**src/rtl/vscpu_hv.sv**
```systemverilog
// rtl/vscpu_hv.sv - Harvard 8-instruction accumulator CPU; `VSCPU_HV_ZFLAG_EN enables the JZ branch
module vscpu_hv #(
    parameter int D_WIDTH      = 8,
    parameter int IA_WIDTH     = 6,
    parameter int DA_WIDTH     = 4,
    parameter int PC_STARTS_AT = 1
) (
    input  logic                  clock,
    input  logic                  reset,
    input  logic                  start,
    input  logic                  imem_we,
    input  logic [IA_WIDTH-1:0]   imem_waddr,
    input  logic [IA_WIDTH+2:0]   imem_wdata,
    input  logic                  dmem_we,
    input  logic [DA_WIDTH-1:0]   dmem_waddr,
    input  logic [D_WIDTH-1:0]    dmem_wdata,
    input  logic [DA_WIDTH-1:0]   dmem_raddr,
    output logic [D_WIDTH-1:0]    dmem_rdata,
    output logic                  status,
    output logic [D_WIDTH-1:0]    acc,
    output logic                  carry,
    output logic [IA_WIDTH-1:0]   pc
);
    localparam logic [1:0] ST_HALT  = 2'd0;
    localparam logic [1:0] ST_FETCH = 2'd1;
    localparam logic [1:0] ST_LOAD  = 2'd2;
    localparam logic [1:0] ST_EXEC  = 2'd3;

    localparam logic [2:0] OP_ADD = 3'd0;
    localparam logic [2:0] OP_AND = 3'd1;
    localparam logic [2:0] OP_JMP = 3'd2;
    localparam logic [2:0] OP_INC = 3'd3;
    localparam logic [2:0] OP_LDA = 3'd4;
    localparam logic [2:0] OP_STA = 3'd5;
    localparam logic [2:0] OP_JZ  = 3'd6;
    localparam logic [2:0] OP_HLT = 3'd7;

    localparam logic [IA_WIDTH-1:0] LP_PC_START = IA_WIDTH'(PC_STARTS_AT);

    logic [IA_WIDTH+2:0] r_imem [2**IA_WIDTH];
    logic [D_WIDTH-1:0]  r_dmem [2**DA_WIDTH];

    logic [1:0]          r_state;
    logic [IA_WIDTH+2:0] r_ir;
    logic [D_WIDTH-1:0]  r_dr;
    logic [D_WIDTH-1:0]  r_acc;
    logic                r_carry;
    logic [IA_WIDTH-1:0] r_pc;

    logic [2:0]          w_op;
    logic [IA_WIDTH-1:0] w_operand;
    logic [DA_WIDTH-1:0] w_a;
    logic [IA_WIDTH+2:0] w_fetch_word;
    logic [2:0]          w_fetch_op;
    logic [D_WIDTH:0]    w_add_sum;
    logic [D_WIDTH:0]    w_inc_sum;
    logic                w_halted;

    assign w_op         = r_ir[IA_WIDTH+2:IA_WIDTH];
    assign w_operand    = r_ir[IA_WIDTH-1:0];
    assign w_a          = r_ir[DA_WIDTH-1:0];
    assign w_fetch_word = r_imem[r_pc];
    assign w_fetch_op   = w_fetch_word[IA_WIDTH+2:IA_WIDTH];
    assign w_add_sum    = {1'b0, r_acc} + {1'b0, r_dr};
    assign w_inc_sum    = {1'b0, r_acc} + {{D_WIDTH{1'b0}}, 1'b1};
    assign w_halted     = (r_state == ST_HALT);

    assign dmem_rdata = r_dmem[dmem_raddr];
    assign status     = !w_halted;
    assign acc        = r_acc;
    assign carry      = r_carry;
    assign pc         = r_pc;

    // Memories carry no reset; writes are gated by state so an async reset kills a pending STA.
    always_ff @(posedge clock) begin
        if (w_halted && imem_we) begin
            r_imem[imem_waddr] <= imem_wdata;
        end
        if (w_halted) begin
            if (dmem_we) begin
                r_dmem[dmem_waddr] <= dmem_wdata;
            end
        end else if (r_state == ST_EXEC && w_op == OP_STA) begin
            r_dmem[w_a] <= r_acc;
        end
    end

    always_ff @(posedge clock or negedge reset) begin
        if (!reset) begin
            r_state <= ST_HALT;
            r_ir    <= '0;
            r_dr    <= '0;
            r_acc   <= '0;
            r_carry <= 1'b0;
            r_pc    <= LP_PC_START;
        end else begin
            case (r_state)
                ST_HALT: begin
                    if (start) begin
                        r_state <= ST_FETCH;
                        r_pc    <= LP_PC_START;
                        r_carry <= 1'b0;
                    end
                end
                ST_FETCH: begin
                    r_ir <= w_fetch_word;
                    r_pc <= r_pc + 1'b1;
                    if (w_fetch_op == OP_ADD || w_fetch_op == OP_AND || w_fetch_op == OP_LDA) begin
                        r_state <= ST_LOAD;
                    end else begin
                        r_state <= ST_EXEC;
                    end
                end
                ST_LOAD: begin
                    r_dr    <= r_dmem[w_a];
                    r_state <= ST_EXEC;
                end
                default: begin
                    r_state <= ST_FETCH;
                    case (w_op)
                        OP_ADD: {r_carry, r_acc} <= w_add_sum;
                        OP_AND: r_acc <= r_acc & r_dr;
                        OP_JMP: r_pc <= w_operand;
                        OP_INC: {r_carry, r_acc} <= w_inc_sum;
                        OP_LDA: r_acc <= r_dr;
`ifdef VSCPU_HV_ZFLAG_EN
                        OP_JZ: begin
                            if (r_acc == '0) begin
                                r_pc <= w_operand;
                            end
                        end
`endif
                        OP_HLT: r_state <= ST_HALT;
                        default: ;
                    endcase
                end
            endcase
        end
    end
endmodule

```
**config.mk**
```make
export PLATFORM = sky130hd
export DESIGN_NAME = vscpu_hv
export DESIGN_NICKNAME = d
export VERILOG_FILES = /design/src/rtl/vscpu_hv.sv
export SDC_FILE = /design/constraint.sdc
export NUM_CORES = 1
export LEC_CHECK = 0
export BUFFER_PORTS_ARGS = -buffer_cell sky130_fd_sc_hd__buf_2
export CORE_MARGIN = 2
export CORE_UTILIZATION = 30
export CTS_CLUSTER_SIZE = 16
export DETAILED_ROUTE_END_ITERATION = 10
export HOLD_SLACK_MARGIN = 0.06
export MAX_ROUTING_LAYER = met4
export PLACE_DENSITY = 0.54
export REMOVE_ABC_BUFFERS = 1
export SLEW_MARGIN = 0
export SYNTH_ARGS = -nofsm -noshare
export SYNTH_HDL_FRONTEND = slang
export SYNTH_SLANG_ARGS = --single-unit
```
**constraint.sdc**
```tcl
create_clock -name clock -period 4.6 [get_ports clock]
set_input_delay 0.23 -clock clock [delete_from_list [all_inputs] [get_ports clock]]
set_output_delay 0.23 -clock clock [all_outputs]
set_load 0.05 [all_outputs]
```
# Word level (Yosys, flattened, before mapping)
# Memory sizes are Yosys's and may differ from the RTL's. A register that Yosys moved wholly into a read port is not among the register bits.
# Index checks and enable logic that the tools add are counted.
[op_classes]
mul = 0
n_reduce_logical = 18
mux = 22
addsub = 3
bitwise_logic = 4
order_cmp = 0
n_shift = 0
n_eq_ne = 12
div = 0
[ops]
columns = ["cell", "count"]
rows = [
  ["$pmux 8 s4", 1],
  ["$pmux 6 s3", 1],
  ["$eq 3x3->1 const B", 4],
  ["$mux 1", 12],
  ["$mux 6", 2],
  ["$add 8x1->9 const B", 1],
  ["$add 8x8->9", 1],
  ["$and 8x8->8", 1],
  ["$mux 8", 1],
  ["$reduce_or 8->1", 1],
  ["$add 6x1->6 const B", 1],
  ["$eq 3x1->1 const B", 2],
  ["$eq 3x2->1 const B", 2],
  ["$logic_not 3->1", 2],
  ["$pmux 2 s3", 1],
  ["$reduce_and 3->1", 2],
  ["$reduce_bool 3->1", 2],
  ["$eq 2x2->1 const B", 2],
  ["$mux 4", 1],
  ["$pmux 1 s2", 2],
  ["$reduce_bool 4->1", 1],
  ["$not 1->1", 3],
  ["$reduce_or 3->1", 1],
  ["$eq 2x1->1 const B", 1],
  ["8 further kinds", 11],
]
[totals]
word_cells = 66
ram_bits = 704
n_memories = 2
output_inout_bits = 24
regBits = 26
rom_bits = 0
latch_bits = 0
[memory_table]
columns = ["memory", "words", "width", "rd", "rd_clocked_by_memory_dff", "wr", "line", "source"]
rows = [
  ["r_imem", 64, 9, 1, 0, 1, "40", "logic [IA_WIDTH+2:0] r_imem [2**IA_WIDTH];"],
  ["r_dmem", 16, 8, 2, 1, 1, "41", "logic [D_WIDTH-1:0] r_dmem [2**DA_WIDTH];"],
]

# Logic depth before layout (Yosys ltp)
[depth]
depth_word = 7
ltp_mapped = 11

# Least setup slack after synthesis
# Ideal clock, no wire load.
[synth_path]
path_type = "reg2reg"
start = "reg r_pc[1] (netlist: pc[1])"
end = "reg r_ir[2]"
n_path_buf = 3
required_ns = 4.451
path_stages_with_launch = 8
t_arrival_ns = 2.536
synth_period_minus_slack_ns = 2.685
slack_ns = 1.915
cell_sequence = "dfrtp_1 buf_2 buf_2 buf_1 mux4_2 mux4_2 o2111ai_1 o221ai_1"
[synth_between]
elab_chain_cells = 1
[synth_lines]
columns = ["element", "line", "source"]
rows = [
  ["from (decl)", "48", "logic [IA_WIDTH-1:0] r_pc;"],
  ["from (signal assigned)", "107", "r_pc <= r_pc + 1'b1;"],
  ["from (signal assigned)", "123", "OP_JMP: r_pc <= w_operand;"],
  ["$mem_v2 64x9", "n/a", ""],
  ["to (signal assigned)", "106", "r_ir <= w_fetch_word;"],
  ["to (decl)", "44", "logic [IA_WIDTH+2:0] r_ir;"],
]
# No other way between the ends.
# A chain may end at the register's enable or synchronous reset.

# Final worst setup path
[layout_path]
start = "reg r_ir[7]"
end = "mem r_dmem[7][1], enable pin"
[layout_between]
elab_chain_cells = 7
word_cells_on_any_way = 8
classes_between = "eq/ne (1); mux (5); reduce/logical (2)"
[layout_lines]
columns = ["element", "line", "source"]
rows = [
  ["$eq 3x3->1 *", "83", "end else if (r_state == ST_EXEC && w_op == OP_STA) begin"],
  ["$logic_and 1x1->1 *", "83", ""],
  ["$mux 1 *", "83", ""],
  ["$mux 1 *", "79", "if (w_halted) begin"],
  ["$mux 1 (not written as such) *", "84", "r_dmem[w_a] <= r_acc;"],
  ["$reduce_or 8->1 (no line)", "n/a", ""],
  ["$mux 4 (no line) / $mux 1 (equally long branches)", "n/a", ""],
  ["to (decl)", "41", ""],
]
# Every way passes the cells marked *; elsewhere a longest branch is shown, timed or not.

==> results.md <==
- Row Count: ~120
- Crit-path leading delay family: simple AND/OR/NAND/NOR gates
- Layout cells sized above 1: 28.1%
- Core area: between 100,000 and 150,000 sq um
- CTS tree: built
- Drt first pass iters: 5
- Post-synth top area share: between 60% and 70%
- Clk_skew: around 50 ps
- Maxcap violations: 0
- Inst Count DP: between 2,000 and 3,000
- Clk slew on worst S/H paths: around 60 ps
- Worst EP arrival: between 3000 and 4000 ps
- Mapped Cells: between 1,500 and 2,000
- Hold_ws: about 180 ps
- Worst vdd ir: approximately 0.30 mV
- Ys async rst share: about 4.6%
- Critical Path Start Type: flip-flop
- Hold Fails Final Rpt: 0
- CTS Buf Count: between 70 and 80
- # DRC: 0
- DP HPWL: a little under 50 mm
- Largest net degree at the start of global routing: 65
- Footprint of the multi-input gates: ~8000 sq um
- Register area share after synthesis: roughly 70%
- Global route overflow: 0
- Number of global-route vias before repair: between 15,000 and 20,000
- Fmax: ~280 MHz
- Final net count: approximately 1,700
- Fin crit share: between 70 and 80%
- Worst R2R Setup Slack: around 1100 ps
- Syn_area_per_cell: approximately 20 sq um
- Die Span Y: 324 um
- Min Tclk post-route: 3530 ps
- Post_cts resized: 0
- Synthesized area: just over 30,000 sq um
- Worst skew pair latency: 640 ps
- Primary flip-flop cell chosen by synthesis mapping: edfxtp_1
- Slew Limit Fails: 0
- Critical path required time: between 4000 and 5000 ps
- #FFs+latches synth: roughly 740
- Initial Utilization: slightly above 30%
- Yosys warning total: 0
- CP max stage delay: approximately 820 ps
- CP Capture Type: flip-flop
- RSZ-0062 raised after global routing: no
- Final ANT Viol Nets: 0
- Placer Congestion: ~0.85
- Most used standard cell by instance count after synthesis: edfxtp_1
- Synth area leader: edfxtp_1
- Power density cells: approximately 570 nW/um^2
- Setup CP Type: flip-flop to flip-flop
- Crit path buf inv count: 1
- Synth area leaders: edfxtp_1, mux4_2, dfrtp_1
- Setup TNS: 0 ps
- Crit-path slowest cell: nor2_1
- Area growth, synth to finish: 15.0%
- Status: completed
- Place WS: about 1100 ps
- H-tree levels: 3
- Total track usage: 15.0%
- Seq. cell area: about 22,000 sq um
- CTS root buffer: clkbuf_16
- Leak: around 11 nW
- Cell Count, Final, Fillers Out: between 3,000 and 4,000
- DR iter-0 viols: about 1,600
- Fillers: 9,437
- IO Pins: 60
- Clk buf depth: 3
- Slew HR: between 10% and 20%
- Number of distinct library cells after synthesis: between 60 and 70
- Setup ws final: about 1100 ps
- CP Max Fanout: 20
- Via count: between 15,000 and 20,000
- Die W: approximately 320 um
- Routed WL: 75.9 mm
- Number of synthesized flops with an enable pin: 704
- Clock sinks: ~740
- Pwr Total: around 20 mW
- Die area: around 100,000 sq um
- Vias per std cell: around 5.0
- Most instantiated cells after synthesis: edfxtp_1, mux4_2, nor2_1
- First-pass GRT wire length: 111 mm
- WL/cell: between 20 and 25 um
- I/O Buffers: just under 60
- Initial antenna violation count: 2
- Hold WC Path Type: input pin to flip-flop
- Crit-path cells: inv_1 -> nand2_1 -> or3_1 -> mux2i_1 -> or2_2 -> nor2_1
- Worst-Margin Slew: 1340 ps
- Final Setup Violations: 0
[sequential cells by signal, summed over array words and instances (netlist names)]
name and count:
r_dr 8, r_dmem 128, r_state 2, pc 6
acc 8, r_imem 576, r_ir 9, carry 1
[where the power goes]
group | internal [mW] | total [mW] | switching (mW)
Clock | 3.48 | 6.16 | 2.68
Combinational | 2.57 | 5.79 | 3.21
Sequential | 7.60 | 8.18 | 0.576
Total | 13.7 | 20.1 | 6.47
[final timing paths]
kind	start	to	cells past startpoint
max reg2reg	r_ir[7]	r_dmem[7][1]	6
min in group asynchronous	reset	r_dr[5]	2
max	r_ir[7]	r_dmem[7][1]	6
min	imem_wdata[4]	r_imem[25][4]	1
max in group asynchronous	reset	pc[2]	2
min reg2reg	r_dr[3]	r_dr[3]	1
[layout by cell type (no fill, tap or decap), types with 9 or more instances in the layout]
cell type and count:
o21ai_0 25, mux2_2 20, nand2_1 45, nor3_1 12, clkbuf_1 15, a31oi_1 9, a22oi_1 13, clkbuf_16 78
clkinv_2 13, buf_4 52, buf_2 60, nand3_1 20, mux4_2 223, nor2_1 109, mux2i_1 47, inv_1 15
dfrtp_1 29, ha_1 15, nor2b_1 13, a21oi_1 23, clkinv_1 20, o22ai_1 9, edfxtp_1 704
[metal layers]
| layer | routed length [um] | global-route usage (%) | part of all wire, % |
|---|---|---|---|
| met4 | 2410 | 4.87 | 3.2 |
| met2 | 36300 | 23.5 | 48 |
| met3 | 4720 | 3.25 | 6.2 |
| met5 | 0 | - | 0 |
| met1 | 32500 | 19.4 | 43 |
[logic make-up after synthesis]
group	share of synthesized area, %
AOI/OAI and AO/OA	2.76
and+or+nand+nor	3.50
muxes	19.3
xor gates and xnor gates	0.286
adders and majority gates	0.678
buffers and inverters	1.70
DFF	71.8
[final cells by class]
class,count,share of cell area [%]
flip-flops and latches,738,62.5
diodes,1,0.00710
well taps,1368,4.86
clock buffers,95,5.78
repair buffers,121,2.36
multi-input cells,686,23.0
clock inverters,47,1.31
inverters,16,0.170
[timing repair]
item / in CTS / in global routing
endpoints found under the setup margin: 0 / 0
hold buffers: 4 / 0
buffers inserted: 0 / 0
hold endpoints to repair: 62 / 0
[through the flow]
stage                     utilization, %  instance area (sq um)
final                               34.7                  35200
after global routing                34.7                  35200
after detailed placement            32.2                  32700
after CTS                           34.7                  35200
after floorplan                        -                  30200
after global placement              32.2                  32700
No activity file was read; power rests on OpenSTA's default activity.
